## src/rtl/cpu_controller.sv

```systemverilog
// cpu_controller -- eight-phase instruction sequencer for a simple accumulator CPU.
//
// Each instruction takes eight phases (INST_ADDR..STORE), one per clock.
// The sequence holds in INST_FETCH until an instruction word is offered.
// It also holds in OP_ADDR while a HLT instruction is parked, until resume.
// Datapath strobes are pure decodes of the registered phase, the IR and zero.
//
// Ports
//   clk, rst_      clock; asynchronous active-low reset
//   instr_valid    instr_data carries a valid instruction word
//   instr_data     [7:5] opcode, [4:0] operand address
//   zero           accumulator-is-zero flag (only looked at in ALU_OP)
//   resume         single-cycle pulse releasing a parked HLT
//   instr_ready    controller accepts instr_data this cycle (INST_FETCH)
//   opcode         IR[7:5] to the ALU
//   sel, rd, ld_ir, inc_pc, halt, ld_pc, data_e, ld_ac, wr   datapath strobes
//   phase          current phase number (debug)
module cpu_controller (
   input  logic       clk,
   input  logic       rst_,
   input  logic       instr_valid,
   input  logic [7:0] instr_data,
   input  logic       zero,
   input  logic       resume,
   output logic       instr_ready,
   output logic [2:0] opcode,
   output logic       sel,
   output logic       rd,
   output logic       ld_ir,
   output logic       inc_pc,
   output logic       halt,
   output logic       ld_pc,
   output logic       data_e,
   output logic       ld_ac,
   output logic       wr,
   output logic [2:0] phase
);
   typedef enum logic [2:0] {
      INST_ADDR  = 3'd0,
      INST_FETCH = 3'd1,
      INST_LOAD  = 3'd2,
      IDLE       = 3'd3,
      OP_ADDR    = 3'd4,
      OP_FETCH   = 3'd5,
      ALU_OP     = 3'd6,
      STORE      = 3'd7
   } phase_t;

   localparam logic [2:0] OP_HLT = 3'b000;
   localparam logic [2:0] OP_SKZ = 3'b001;
   localparam logic [2:0] OP_ADD = 3'b010;
   localparam logic [2:0] OP_AND = 3'b011;
   localparam logic [2:0] OP_XOR = 3'b100;
   localparam logic [2:0] OP_LDA = 3'b101;
   localparam logic [2:0] OP_STO = 3'b110;
   localparam logic [2:0] OP_JMP = 3'b111;

   phase_t     state, state_nxt;
   logic [7:0] ir;
   logic       halted, halted_nxt;
   logic       is_hlt, is_aluop;

   assign opcode      = ir[7:5];
   assign is_hlt      = (opcode == OP_HLT);
   assign is_aluop    = (opcode == OP_ADD) || (opcode == OP_AND) ||
                        (opcode == OP_XOR) || (opcode == OP_LDA);
   assign instr_ready = (state == INST_FETCH);
   assign phase       = state;

   always_ff @(posedge clk or negedge rst_) begin
      if (!rst_) begin
         state  <= INST_ADDR;
         ir     <= 8'h00;
         halted <= 1'b0;
      end else begin
         state  <= state_nxt;
         halted <= halted_nxt;
         if (instr_valid && instr_ready)
            ir <= instr_data;
      end
   end

   always_comb begin
      state_nxt  = phase_t'(state + 3'd1);  // natural wrap 7 -> 0
      halted_nxt = halted;
      sel    = 1'b0;
      rd     = 1'b0;
      ld_ir  = 1'b0;
      inc_pc = 1'b0;
      halt   = 1'b0;
      ld_pc  = 1'b0;
      data_e = 1'b0;
      ld_ac  = 1'b0;
      wr     = 1'b0;
      case (state)
         INST_ADDR: sel = 1'b1;
         INST_FETCH: begin
            sel = 1'b1;
            rd  = 1'b1;
            if (!instr_valid)
               state_nxt = INST_FETCH;
         end
         INST_LOAD: begin
            sel   = 1'b1;
            rd    = 1'b1;
            ld_ir = 1'b1;
         end
         IDLE: begin
            sel   = 1'b1;
            rd    = 1'b1;
            ld_ir = 1'b1;
            // IR is stable here, so arm the halt flag on entry to OP_ADDR;
            // that lets a resume in the very first OP_ADDR cycle count.
            halted_nxt = is_hlt;
         end
         OP_ADDR: begin
            halt   = is_hlt;
            inc_pc = !is_hlt;
            if (halted) begin
               if (resume) halted_nxt = 1'b0;
               else        state_nxt  = OP_ADDR;
            end
         end
         OP_FETCH: rd = is_aluop;
         ALU_OP: begin
            rd     = is_aluop;
            inc_pc = (opcode == OP_SKZ) && zero;
            ld_pc  = (opcode == OP_JMP);
            data_e = (opcode == OP_STO);
         end
         STORE: begin
            rd     = is_aluop;
            ld_pc  = (opcode == OP_JMP);
            data_e = (opcode == OP_STO);
            ld_ac  = is_aluop;
            wr     = (opcode == OP_STO);
         end
      endcase
   end
endmodule

```

## config.mk

```make
export PLATFORM = sky130hd
export DESIGN_NAME = cpu_controller
export DESIGN_NICKNAME = d
export VERILOG_FILES = /design/src/rtl/cpu_controller.sv
export SDC_FILE = /design/constraint.sdc
export NUM_CORES = 1
export LEC_CHECK = 0
export ABC_AREA = 0
export CAP_MARGIN = 5
export CORE_AREA = 2 2 39 41
export DETAILED_ROUTE_END_ITERATION = 8
export DIE_AREA = 0 0 41 43
export MAX_ROUTING_LAYER = met4
export PLACE_DENSITY_LB_ADDON = 0.05
export SETUP_SLACK_MARGIN = 0.5
export SYNTH_ARGS = -nofsm -noshare
export SYNTH_HDL_FRONTEND = slang
export SYNTH_SLANG_ARGS = --single-unit
```

## constraint.sdc

```tcl
create_clock -name clk -period 3.1 [get_ports clk]
set_input_delay 0.62 -clock clk [delete_from_list [all_inputs] [get_ports clk]]
set_output_delay 0.62 -clock clk [all_outputs]
set_load 0.05 [all_outputs]
```

======== After elaboration in Yosys (flattened, before gate mapping) ========
Cells that the tools add are included.
word-level totals
  flip-flop bits (word level) ............. 12
  latch bits .............................. 0
  RAM bits ................................ 0
  ROM bits ................................ 0
  input port bits ......................... 13
  output and inout port bits .............. 16
  memories ................................ 0
operators by class
  $add $sub $neg .......................... 1
  multiply operators ...................... 0
  divide/modulo/power cells ............... 0
  order comparisons ....................... 0
  eq/ne operators ......................... 14
  shift-type cells ........................ 0
  mux-type cells .......................... 16
  bitwise operators ....................... 0
  reduce and logical (&&, ||, !) cells .... 14
operator list
  cell                 count
  $eq 3x3->1 const B   8
  $eq 3x2->1 const B   4
  $mux 1               9
  $mux 3               3
  $eq 3x1->1 const B   2
  $logic_not 3->1      2
  $pmux 1 s2           3
  $pmux 3 s2           1
  $reduce_or 3->1      2
  $reduce_or 2->1      2
  $reduce_or 4->1      1
  $add 3x1->3 const B  1
  $logic_or 1x1->1     3
  $logic_and 1x1->1    2
  $reduce_bool 2->1    1
  $logic_not 1->1      1

======== Depth between registers and ports, before layout ========
  depth after elaboration ................. 5
  mapped depth ............................ 5

======== Least setup slack after synthesis ========
No wires, ideal clock.
  kind .................................... flip-flop to output port
  from .................................... register state[0] (netlist: phase[0])
  to ...................................... output rd
  arrival time ............................ 2.502 ns
  slack ................................... -0.022 ns
  cell stages (with the launch flop) ...... 5
  cell sequence ........................... dfrtp_1 > ha_1 > nor2b_4 > nor2_1 > o21ai_0
between the ends
  cells in the longest elaborated chain, start to end .. 3
  elaborated cells between the ends (all ways) .. 9
  classes of those cells .................. eq/ne: 6; mux: 1; reduce/logical: 2
RTL lines
  what                              line  source
  start, declared                   58    phase_t state, state_nxt;
  start signal, assigned            76    state <= state_nxt;
  $eq 3x1->1                        n/a
  named net instr_ready             25    output logic instr_ready,
  $reduce_or 3->1 (no source line)  n/a
  $pmux 1 s2                        95    case (state)
  end, declared                     28    output logic rd,
The timed path passes the listed nets, and every way through them passes these cells.

======== Final worst setup path ========
  from .................................... register state[2] (netlist: phase[2])
  to ...................................... output sel
between the ends
  cells in the longest elaborated chain, start to end .. 3
  elaborated cells between the ends (all ways) .. 6
  classes of those cells .................. eq/ne: 3; mux: 1; reduce/logical: 2
RTL lines
  what                                      line  source
  $eq 3x1->1, or another cell as far along  95
  $reduce_or 4->1 (no source line) *        n/a
  $mux 1 *                                  95
  end, declared                             27    output logic sel,
Every way passes the cells marked *; elsewhere a longest branch is shown, timed or not.

==> reports/qor.log <==
INFO  outcome        status=finished clean
INFO  final_layout   diodes=0
INFO  synth          synth.net_count=71
INFO  clock_tree     tritoncts.num_buffers=3
INFO  synth          synth_largest_type_area_fraction=35.62%
INFO  drt            route.antenna.remaining_nets=0
INFO  grt            grt_overflow_total=0
INFO  clock_tree     clock_edge_transition_at_the_registers_on_the_reported_setup_and_hold_paths=0.05ns
INFO  drt            wire_per_inst=11.00um
INFO  worst_setup_path path_class=register to output pin
INFO  synth          synth_area_leader_cell=dfrtp_1
INFO  final_layout   mostFrequentLayoutCell=clkdlybuf4s50_1
INFO  clock_tree     cts.root.buffer_cell=clkbuf_4
INFO  synth          synth_cells=52
INFO  placed_design  gp_routability_congestion=0.7197
INFO  timing         final-hold-violation-count=0
INFO  synth          synth.area.top_cells=dfrtp_1, ha_1, mux2_2
INFO  clock_tree     clock_insertion_delay_worst_skew=0.24ns
INFO  grt            grt_first_pass_wirelength=1635um
INFO  worst_setup_path worstPathCellList=inv_1 > ha_1 > a21oi_1 > o21ai_0 > dlygate4sd2_1
INFO  synth          syn_area_per_cell=9.456um2
INFO  die            floorplan.die.width=41um
INFO  clock_tree     cts.sink_count=7
INFO  drt            routed_wirelength=1045um
INFO  timing         maxSlewViolCount=0
INFO  min_path       timing.hold.worst.class=register to register
INFO  final_layout   syn_to_final_growth=59.03%
INFO  drt            detail_route.drc_violations=0
INFO  timing         setup-tns-final=0ns
INFO  final_layout   fin_nets=99
INFO  clock_tree     cts_hold_buffers=0
INFO  die            floorplan.core_area=0.001384mm2
INFO  die            height_of_the_die=43um
INFO  worst_setup_path cp-start-kind=register
INFO  synth          synth_adder_area_share=15.27%
INFO  synth          synth.area.mux_share=6.870%
INFO  timing         worstMarginPinSlew=0.4976ns
INFO  synth          synth_compound_gate_area_share=7.125%
INFO  timing         shortest_period_the_worst_path_allows=2.506ns
INFO  die            fp.dieArea=0.001763mm2
INFO  synth          synth_seq_area_share=35.62%
INFO  synth          synth_top_family_by_area=simple AND/OR/NAND/NOR gates
INFO  synth          ys_types=22
INFO  worst_setup_path critical_path_arrival=1.89ns
INFO  worst_setup_path critical-path-top-delay-family=buffers and inverters
INFO  clock_tree     tritoncts=built
INFO  timing         post-route-period-util=80.84%
INFO  die            pin_count=29
INFO  final_layout   ratio_of_cells_with_drive_above_1_in_the_final_layout=18.99%
INFO  timing         relSlewSlack=66.77%
INFO  synth          yosys_register_bits=7
INFO  synth          synth_xor_xnor_area_share=1.781%
INFO  placed_design  dp_hpwl=888.2um
INFO  worst_setup_path crit_required=2.48ns
INFO  clock_tree     clock_tree.buffer_depth=2
INFO  placed_design  port_buf_inserts=23
INFO  timing         grt_setup_unrepaired=true
INFO  run            cap_violations=0
INFO  worst_setup_path timing.critical_path.slowest_stage_cell=dfrtp_1
INFO  grt            grt_start_max_net_pins=10
INFO  final_layout   mostFrequentLayoutCells=clkdlybuf4s50_1, dfrtp_1, ha_1, dlygate4sd2_1
INFO  worst_setup_path critPathCaptureType=output pin
INFO  drt            vias=464
INFO  clock_tree     post_cts.repair.setup_buffers=0
INFO  drt            routed_via_density=4.884
INFO  clock_tree     htree_levels=1
INFO  timing         finalSetupViolCount=0
INFO  worst_setup_path worstPathMaxFanout=9
INFO  timing         fmax=0.3990GHz
INFO  grt            groute.usage.overall=14.37%
INFO  die            initial_core_utilization=35.53%
INFO  drt            drtIter0Drc=3
INFO  worst_setup_path timing.critical_path.buf_inv=2
INFO  synth          synth.cell_area=491.7um2
INFO  worst_setup_path worst_path_largest_cell_delay=0.52ns
INFO  timing         finalClockSkew=0.001791ns
INFO  drt            drtPass1Iterations=4
INFO  synth          synth_simple_gate_area_share=29.52%
INFO  grt            grt_antenna_before_repair=0
INFO  grt            first_global_vias=397
INFO  synth          ys.warnings.count=0
INFO  die            floorplan.rows=14
## cell usage after synthesis, drive strengths merged
cell type / number
nor2: 2
xor2: 1
nor2b: 4
nand4b: 1
dfrtp: 7
ha: 6
inv: 5
and2: 1
nand2b: 1
o32a: 1
o21ai: 3
nor3b: 2
and3: 1
mux2: 3
nand2: 5
a21oi: 2
nor3: 3
nand4: 1
nand3: 2
nand3b: 1
## cell type report
type / count / area (um2)
fill: 130 / 601.8
multi-input combinational: 40 / 316.6
timing repair buffer: 23 / 225.2
sequential: 7 / 175.2
clock buffer: 4 / 26.28
tap: 16 / 20.02
inverter: 5 / 18.77
## repair_timing
item | 4_1_cts | 5_1_grt
setup endpoints to repair | 8 | 4
gates resized for setup | 8 | 6
endpoints found under the hold margin | 0 | 0
pin swaps | 0 | 0
## worst paths after layout
kind,slack [ns],cells past startpoint,end,start
worst max-delay path,0.59,5,sel,phase[2]$_DFF_PN0_
worst min-delay path,0.56,2,halted$_DFFE_PN0P_,halted$_DFFE_PN0P_
worst max register to register,1.65,4,ir[5]$_DFFE_PN0P_,phase[0]$_DFF_PN0_
worst min register to register,0.56,2,halted$_DFFE_PN0P_,halted$_DFFE_PN0P_
max in group asynchronous,2.22,1,phase[2]$_DFF_PN0_,rst_
min in group asynchronous,0.64,1,halted$_DFFE_PN0P_,rst_
## flip-flops by register name, summed over array words and instances (netlist names)
name / count
ir: 3
phase: 3
halted: 1
## metrics by stage
step	worst slack (ns)	util (%)	cell area (um2)	cells	hold WS, ns
after floorplan	0.3522	-	506.7	52	0.3244
after global placement	0.3939	55.43	767.0	91	0.5142
after detailed placement	0.3911	55.43	767.0	91	0.5488
after CTS	0.4043	56.60	783.3	95	0.5624
after global routing	0.4943	56.51	782.0	95	0.5843
final	0.5940	56.51	782.0	95	0.5559
## worst min-delay path: cells and delay by family, from the launching register on
| kind | cells | cell delay [ns] |
|---|---|---|
| DFF | 1 | 0.34 |
| and+or+nand+nor | 2 | 0.17 |
## logic make-up (layout without fill, tap and decap cells)
| logic type | count (synthesis) | in the layout |
|---|---|---|
| AND/OR/NAND/NOR | 24 | 24 |
| flip-flops | 7 | 7 |
| adder cells (fa/ha/maj) | 6 | 6 |
| AO/OA/AOI/OAI | 6 | 6 |
| buffers and inverters | 5 | 32 |
| multiplexers | 3 | 3 |
| XOR/XNOR | 1 | 1 |
## routing by layer
metal  global-route usage (%)  part of all wire [%]  vias to the layer above
met5                        -                     0                        -
met4                    8.000                   1.1                        0
met3                    4.712                   7.6                        2
met2                    19.69                    48                       15
met1                    18.06                    43                      209
li1                         -                     -                      238
Power is not shown: default switching activity piles up to over one toggle a cycle in this logic, so the estimate is an artifact.
==> RTL edit, RTL diff (same flow settings) <==
Make the reset (`rst_`) synchronous in one clocked block. Comments in the files are not updated.
--- a/src/rtl/cpu_controller.sv
+++ b/src/rtl/cpu_controller.sv
@@ -67,7 +67,7 @@
    assign instr_ready = (state == INST_FETCH);
    assign phase       = state;
 
-   always_ff @(posedge clk or negedge rst_) begin
+   always_ff @(posedge clk) begin
       if (!rst_) begin
          state  <= INST_ADDR;
          ir     <= 8'h00;
Formal check against the unedited RTL: differs if rst_ is asserted again (counterexample within 4 cycles, from zero or initial values and one cycle with rst_ low); with rst_ held inactive, the same outputs for 10 cycles.
==> RTL edit against the unedited design <==
Register-to-register slack improved by 0.13 ns. Global-route usage rose by 1.6 points. Wire length rose by 10%. Non-clock buffer count rose by 1. Setup slack improved by 0.020 ns. Sequential cell count did not move. Count of clock-buffer cells in the layout did not move. First-iteration DRC count rose by 100%. Design area fell by 2.9%. Synthesized area fell by 3.6%. Critical path type is now primary input to output pin. Critical endpoint is now inc_pc.
Power is left out: it rests on default switching activity, and per cell area and clock period it moved more than threefold.
==> RTL edit: results <==
yosys:
  synth_compound_gate_area_share_pct: 8.71
  yosys.area_share.adder_pct: 15.8
  asyncSetResetFlopFracSynth_pct: 0
  syn_nets: 74
  yosys-top-cells-count: "dfxtp_1 (7), nor2_1 (7), ha_1 (6), inv_1 (6), nor3b_1 (4)"
  post_synth_mux_area_share_pct: 6.33
  synth_top_cells_by_area: "dfxtp_1 (30%), ha_1 (16%), mux2i_1 (6.3%)"
  synth_xor_xnor_area_share_pct: 1.85
cells_and_area:
  finalNetCount: 102
  filler_cell_count: 137
timing:
  setup_clock_skew_after_layout_ns: 0.00280
  timing_worst_slew_pin_value_ns: 0.494
detailed_routing:
  detail_route.vias_per_cell: 4.74
  detail_route.wirelength_um: 1150
  drt_first_iter_violations: 6
critical_path:
  max_stage_delay_ns: 0.46
  critical_path_peak_fanout: 1
  crit_path_top_delay_cell: "clkdlybuf4s50_1"
  reg2regPathDepth: 4
  cp.arrival_ns: 1.87
grt:
  grt_first_pass_wirelength_um: 1860
  globalRouteMet3Util_pct: 3.14
  grt_util_met1_pct: 21.1
  via_count_of_the_first_global_routing_pass: 422
  gr-usage-all-layers_pct: 16.0
placement:
  finalWeightedCongestion: 0.741
clock_network:
  cts_repair_resize_count: 7
outcome:
  outcome: "complete, no violations"
RTL edit: cells by family (layout without fill, tap and decap cells):
logic type | count (synthesis) | after routing
flip-flops | 7 | 7
AND/OR/NAND/NOR | 25 | 25
buffers and inverters | 7 | 34
XOR/XNOR | 1 | 1
multiplexers | 3 | 3
adder cells (fa/ha/maj) | 6 | 6
AO/OA/AOI/OAI | 6 | 6
RTL edit: path summary, 6_finish.rpt:
path / start / endpoint / slack [ns]
max reg2reg: phase[0] / phase[2] / 1.78
min: halted / halted / 0.52
max: zero / inc_pc / 0.61
min reg2reg: halted / halted / 0.52
RTL edit: worst reg2reg max path, cell delays in order, from the launching register on:
cell     delay [ns]
dfxtp_1        0.44
ha_1           0.21
nor3b_1        0.36
o21a_1         0.17
nor2_1         0.04
RTL edit: cell type report:
class,count,share of cell area (%)
Multi-Input combinational cell,41,41.5
Timing Repair Buffer,24,31.0
Sequential cell,7,18.5
Clock buffer,4,3.46
Inverter,6,2.97
Tap cell,16,2.64
RTL edit: metrics by stage:
step	setup WS [ns]	hold slack [ns]	instances	area [sq um]
floorplan	0.498	0.481	55	489
global placement	0.581	0.503	94	746
detailed placement	0.553	0.512	94	746
CTS	0.555	0.521	98	763
global route	0.520	0.543	98	759
finish	0.614	0.519	98	759
RTL edit: layer usage:
layer,wire length (um),part of all wire [%],up-vias
met4,17,1.5,0
li1,-,-,240
met3,57,4.9,2
met1,548,48,208
met5,0,0,-
met2,530,46,15
